File: src/rtl/serial_rx.sv
// serial_rx: one-wire 4-bit frame receiver with mid-bit sampling, glitch rejection and break detection
module serial_rx #(
  parameter int BIT_CYCLES = 5000
) (
  input  logic       sysclk,
  input  logic       rst,
  input  logic       rx,
  output logic [3:0] data,
  output logic       valid,
  output logic       frame_err,
  output logic       busy
);
  localparam int HALF = BIT_CYCLES / 2;
  localparam int CW = $clog2(BIT_CYCLES);
  typedef enum logic [2:0] {IDLE, START, DATA, STOP, BRK} state_t;
  state_t state, nxt;
  logic [CW-1:0] cnt;
  logic [1:0] idx;
  logic [3:0] sh;
  logic rx_m, rx_s;
  logic bit_end, half_end, smp, ok, err;
  // state, timing counters, synchronizer and registered outputs
  always_ff @(posedge sysclk) begin
    if (rst) begin
      rx_m <= 1'b1;
      rx_s <= 1'b1;
      state <= IDLE;
      cnt <= '0;
      idx <= '0;
      sh <= '0;
      data <= '0;
      valid <= 1'b0;
      frame_err <= 1'b0;
      busy <= 1'b0;
    end else begin
      rx_m <= rx;
      rx_s <= rx_m;
      state <= nxt;
      cnt <= (nxt != state || smp || state == IDLE || state == BRK) ? '0 : cnt + CW'(1);
      idx <= state == DATA ? idx + 2'(smp) : 2'd0;
      if (smp) sh[idx] <= rx_s;
      if (ok) data <= sh;
      valid <= ok;
      frame_err <= err;
      busy <= nxt != IDLE;
    end
  end
  // next-state selection
  always_comb begin
    nxt = state;
    case (state)
      IDLE: if (!rx_s) nxt = START;
      START: if (half_end) nxt = rx_s ? IDLE : DATA;
      DATA: if (bit_end && idx == 2'd3) nxt = STOP;
      STOP: if (bit_end) nxt = rx_s ? IDLE : BRK;
      BRK: if (rx_s) nxt = IDLE;
      default: nxt = IDLE;
    endcase
  end
  // per-state decode of bit boundaries, data samples and frame verdicts
  always_comb begin
    bit_end = cnt == CW'(BIT_CYCLES - 1);
    half_end = cnt == CW'(HALF - 1);
    smp = state == DATA && bit_end;
    ok = state == STOP && bit_end && rx_s;
    err = state == STOP && bit_end && !rx_s;
  end
endmodule
File: config.mk
export PLATFORM = sky130hd
export DESIGN_NAME = serial_rx
export DESIGN_NICKNAME = d
export VERILOG_FILES = /design/src/rtl/serial_rx.sv
export SDC_FILE = /design/constraint.sdc
export NUM_CORES = 1
export LEC_CHECK = 0
export ABC_AREA = 1
export BUFFER_PORTS_ARGS = -buffer_cell sky130_fd_sc_hd__buf_2
export CORE_MARGIN = 3
export CORE_UTILIZATION = 35
export DETAILED_ROUTE_END_ITERATION = 12
export GPL_TIMING_DRIVEN = 0
export PLACE_DENSITY = 0.55
export REMOVE_ABC_BUFFERS = 1
export SLEW_MARGIN = 15
export SYNTH_ARGS = -nofsm -noshare
export SYNTH_HDL_FRONTEND = slang
export SYNTH_SLANG_ARGS = --single-unit
File: constraint.sdc
create_clock -name sysclk -period 2.29 [get_ports sysclk]
set_input_delay 0.229 -clock sysclk [delete_from_list [all_inputs] [get_ports sysclk]]
set_output_delay 0.229 -clock sysclk [all_outputs]
set_load 0.005 [all_outputs]
==> run summary, run 1 <==
Non-Filler Instances - 262
DR vias/cell - 4.37
Layout cells sized above 1 - 23.6%
# DRC - 0
Vias in the first global route - 1,024
PortBufs - 9
Initial core utilization - 38.0%
Area growth, synth to finish - 12.4%
DRT Pass-1 Iters - 4
Total track usage - 11.0%
Headroom to the max-slew limit - 77.1%
RSZ-0062 raised after global routing - no
Cts hold-fix bufs - 0
Status - finished clean
Hold Crit Class - in -> reg
Area of the multi-input gates - 816 sq um
Place WS - 0.249 ns
Max-slew violations - 0
Post-CTS setup buffers - 0
Grt ovf - 0
Critical Path End Type - register
Fin crit share - 87.7%
Final Util - 42.7%
Post-synthesis sequential area ratio - 39.1%
Critical Path, Cell by Cell - ha_1 -> nand2_1 -> nor2_1 -> nand3_4 -> nand2_2 -> nand2_2 -> nor2_4 -> nand2_2 -> nand2_1 -> nand2_2 -> nand2_4 -> nor2_1
Register area - 621 sq um
Initial antenna violation count - 0
Hold depth - 2
Buffer depth of the longest clock path - 2
Worst Tran Pin Value - 0.343 ns
Setup TNS - 0 ns
Full die area - 5370 sq um
First-pass GRT wire length - 4530 um
CTS Root Buffer Type - clkbuf_8
Final Hold Fails - 0
Leakage - 0.727 nW
Post-Synthesis Cell Area - 1590 sq um
Largest net degree at the start of global routing - 14
Post-synth ARST share - 0%
Antenna cells - 0
Worst-Skew Late Latency - 0.28 ns
Synth Register Bits - 31
Fin nets - 217
Hold Path End - rx_m
Post_cts resized - 0
# IOs - 10
Syn. warnings - 0
Synthesized instance count - 198
Hold_sp - rx
Syn avg cell area - 8.01 sq um
Final wirelength - 2510 um
Design Area, Final - 1780 sq um
Die height - 73.3 um
Critical Setup Path Class - reg -> reg
Slowest-stage cell, CP - dfxtp_1
Wire per inst - 9.57 um
Synth area leaders - dfxtp_1 (39%), nor2_4 (8.5%), nand2_1 (6.2%), inv_1 (5.7%), xor2_1 (5.5%)
Data arrival, critical path - 2.17 ns
Max Cap Violations - 0
Row cnt - 23
Worst R2R End - cnt[8]
Reg2Reg Depth - 12
Most frequent cells after synthesis - dfxtp_1 (31), nand2_1 (26), inv_1 (24)
Yosys top cell area share - 39.1%
CP Launch Type - register
CTS tree - built
Die X - 73.3 um
Fillers - 439
Longest individual stage delay on the worst path - 0.42 ns
Critical Path RT - 2.45 ns
Routability cong. - 0.817
PnR worst setup slack - 0.282 ns
Area leader, netlist - dfxtp_1
Core area - 4170 sq um
H-tree depth - 2
Cell Pwr Density - 635 nW/um^2
Skew final - 0.00577 ns
EDFF count, synth - 0
TritonCTS buffer count - 5
Routed via count - 1,145
R2r setup slk - 0.28 ns
Placed Area - 1660 sq um
Worst-path clk slew - 0.07 ns
Final ANT Viol Nets - 0
Placed Cells - 254
Hold slack final - 0.136 ns
CP max FO - 13
FMAX - 498 MHz
Setup violators final - 0
Clock sinks - 31
Synth unique cells - 27
Max IR drop VDD - 0.000439 V
Top FF cell, synth - dfxtp_1
DR iter-0 viols - 30
Most numerous cell on the critical path - nand2_2
Reg-to-Reg Start - cnt[0]
Detailed Place HPWL - 1890 um
Most frequent cell after synthesis - dfxtp_1
Final Critical Period - 2.01 ns
Power Total - 1.13 mW
==> critical path: cells and delay by family, from the launching register on <==
family | cells | cell delay (ns)
adder cells (fa/ha/maj) | 1 | 0.25
flip-flops | 1 | 0.42
AND/OR/NAND/NOR | 11 | 1.21
==> sequential cells by signal (all words and copies together) (netlist names), 2 cells and up <==
| signal | count |
|---|---|
| sh | 4 |
| state | 3 |
| idx | 2 |
| cnt | 13 |
| data | 4 |
==> report_power, final <==
group          total (mW)  leakage, nW  internal, mW  switching (mW)
logic              0.0344        0.415        0.0116          0.0228
clock network       0.550       0.0612         0.352           0.198
registers           0.547        0.250         0.543         0.00332
total                1.13        0.727         0.906           0.224
==> placed cells by master, fill, tap and decap left out, drive strengths merged <==
cell and n:
a21oi 9, buf 9, bufinv 1, clkbuf 6
clkinv 1, dfxtp 31, ha 3, inv 32
nand2 33, nand3 16, nand3b 1, nand4 5
nor2 37, nor3 2, nor3b 1, o211ai 1
o21ai 9, or2 2, or4 1, xnor2 2
xor2 10
==> per-layer routing <==
| metal | part of all wire (%) | GRT usage, % | vias up | wire [um] |
|---|---|---|---|---|
| met3 | 5.0 | 3.83 | 5 | 126 |
| met2 | 42 | 15.7 | 22 | 1060 |
| met5 | 0 | 0 | - | 0 |
| met1 | 51 | 14.8 | 474 | 1290 |
| li1 | - | - | 644 | - |
| met4 | 1.4 | 5.43 | 0 | 34 |
==> layout make-up <==
type / instances / area share [%]
Inverter: 32 / 6.74
Timing Repair Buffer: 9 / 2.53
Sequential cell: 31 / 34.8
Clock inverter: 2 / 1.97
Multi-Input combinational cell: 132 / 45.8
Tap cell: 50 / 3.51
Clock buffer: 6 / 4.63
==> cells by family (layout without fill, tap and decap cells) <==
group,Yosys count,in the layout,synth area share [%]
simple gates,98,98,36.3
buf+inv,35,49,9.39
flops,31,31,39.1
compound gates,19,19,6.16
xor+xnor,12,12,6.63
fa+ha+maj,3,3,2.37
==> worst max-delay path by stage <==
stage | start | end | cells after the start
2_1_floorplan | cnt[0] | idx[0] | 8
3_3_place_gp | cnt[0] | cnt[7] | 12
3_5_place_dp | cnt[0] | cnt[8] | 12
4_1_cts | cnt[0] | cnt[8] | 12
5_1_grt | cnt[0] | cnt[8] | 12
6_report | cnt[0] | cnt[8] | 12
Note: power is estimated with default switching activity, not from simulation.
==> inputs of run 2 (changes only) <==
- PLACE_DENSITY: 0.55 -> unset
- PLACE_DENSITY_LB_ADDON: unset -> 0.1
==> run summary, run 2 (same netlist as run 1, synthesis figures left out) <==
Biggest register - cnt
Gr busiest metal - met2
Hold Crit Class - in -> reg
FMAX - 496 MHz (-0.46%)
Fin nets - 217 (unchanged)
Grt ovf - 0 (unchanged)
Routed via count - 1,238 (+8.1%)
Fin crit share - 88.1% (+0.41 points)
Clock sinks - 31 (unchanged)
Routability cong. - 0.825 (+1.0%)
Total track usage - 12.5% (+1.5 points)
PortBufs - 9 (unchanged)
Skew final - 0.00849 ns (+0.00272 ns)
Layout cells sized above 1 - 23.6% (unchanged)
Max reg flops - 13 (unchanged)
DR vias/cell - 4.73 (+8.1%)
Hold depth - 2 (unchanged)
Final wirelength - 2900 um (+16%)
Register area - 621 sq um (unchanged)
Final ANT Viol Nets - 0 (unchanged)
CP Launch Type - register
Area of the multi-input gates - 825 sq um (+1.1%)
First-pass GRT wire length - 5220 um (+15%)
Initial core utilization - 38.0% (unchanged)
Die X - 73.3 um (unchanged)
Most frequent cells in the layout - dfxtp_1 (31), nand2_1 (26), inv_1 (24), nor2_1 (23), nand3_1 (14)
Wire per inst - 11.1 um (+16%)
Final Critical Period - 2.02 ns (+0.00932 ns)
Antenna cells - 0 (unchanged)
TritonCTS buffer count - 5 (unchanged)
CTS tree - built
RSZ-0062 raised after global routing - no
Status - finished clean
Largest regs - cnt x13, data x4, sh x4
Setup violators final - 0 (unchanged)
H-tree depth - 2 (unchanged)
Post-CTS setup buffers - 0 (unchanged)
Headroom to the max-slew limit - 75.6% (-1.5 points)
DR iter-0 viols - 70 (+130%)
Full die area - 5370 sq um (unchanged)
Critical Setup Path Class - reg -> reg
Worst-Skew Late Latency - 0.28 ns (about the same)
Leakage - 0.721 nW (-0.81%)
Vias in the first global route - 1,174 (+15%)
CTS Root Buffer Type - clkbuf_8
Data arrival, critical path - 2.18 ns (about the same)
Row cnt - 23 (unchanged)
Met1 usage - 14.2% (-0.55 points)
Reg2Reg Depth - 8 (-4)
Max Cap Violations - 0 (unchanged)
Most common cell after layout, fill and taps aside - dfxtp_1
Critical Path RT - 2.45 ns (about the same)
Worst-path clk slew - 0.07 ns (about the same)
Max IR drop VDD - 0.000297 V (-32%)
Final Util - 42.8% (+0.090 points)
Initial antenna violation count - 0 (unchanged)
# DRC - 0 (unchanged)
Final Hold Fails - 0 (unchanged)
M3 GR Usage - 3.83% (unchanged)
Cell Pwr Density - 628 nW/um^2 (-0.96%)
Detailed Place HPWL - 2100 um (+11%)
# IOs - 10 (unchanged)
Area growth, synth to finish - 12.6%
Die height - 73.3 um (unchanged)
DRT Pass-1 Iters - 5 (+1)
Worst Tran Pin Value - 0.366 ns (+0.0229 ns)
Fillers - 431 (-1.8%)
Max-slew violations - 0 (unchanged)
Critical Path End Type - register
Largest net degree at the start of global routing - 14 (unchanged)
Core area - 4170 sq um (unchanged)
M2 GR Usage - 21.8% (+6.2 points)
Setup TNS - 0 ns (unchanged)
Buffer depth of the longest clock path - 2 (unchanged)
CP max FO - 4 (-9)
[run 2: where the power goes]
group	switching (mW)	internal (mW)	total, mW	leakage, nW
logic	0.0254	0.0122	0.0376	0.412
registers	0.00372	0.543	0.547	0.250
clock network	0.214	0.324	0.538	0.0581
[run 2: through the flow]
| step | area, sq um | std cells | hold slack, ns | worst slack (ns) | total power, mW |
|---|---|---|---|---|---|
| 6_report | 1790 | 262 | 0.129 | 0.272 | 1.12 |
| 5_1_grt | 1790 | 262 | 0.124 | 0.0795 | 1.17 |
| 4_1_cts | 1780 | 262 | 0.124 | 0.199 | 1.14 |
| 3_5_place_dp | 1660 | 254 | 0.412 | 0.232 | 0.594 |
| 3_3_place_gp | 1660 | 254 | 0.402 | 0.298 | 0.593 |
| 2_1_floorplan | 1560 | 195 | 0.298 | 0.469 | 0.584 |
[run 2: final cells by class]
cell class / count / share of cell area, %
multi-input cells: 132 / 46.2
flip-flops and latches: 31 / 34.8
inverters: 32 / 6.73
clock buffers: 5 / 3.85
well taps: 50 / 3.50
repair buffers: 9 / 2.52
clock inverters: 3 / 2.45
[run 2: routing by layer]
layer  share of wire (%)  vias up
met3                 4.5        7
met1                  45      556
met4                 1.9        0
met2                  48       28
met5                   0        -
li1                    -      647
[run 2: what timing repair did]
action                                  4_1_cts  5_1_grt
gates resized for setup                       0        1
endpoints found under the setup margin        0        2
hold buffers                                  0        0
[run 2: path summary, 6_finish.rpt]
path | start | end | slack (ns)
worst max-delay path | cnt[0] | idx[0] | 0.27
worst min register to register | rx_m | rx_s | 0.43
worst min-delay path | rx | rx_m | 0.13
worst max register to register | cnt[0] | idx[0] | 0.27
[run 2: worst max-delay path, stage by stage, from the launching register on]
cell and delay, ns:
dfxtp_1 0.42, ha_1 0.27, nand2_1 0.09, inv_1 0.06, nand2_1 0.05, or4_1 0.53
nor2_1 0.11, ha_1 0.24, nor3b_1 0.13
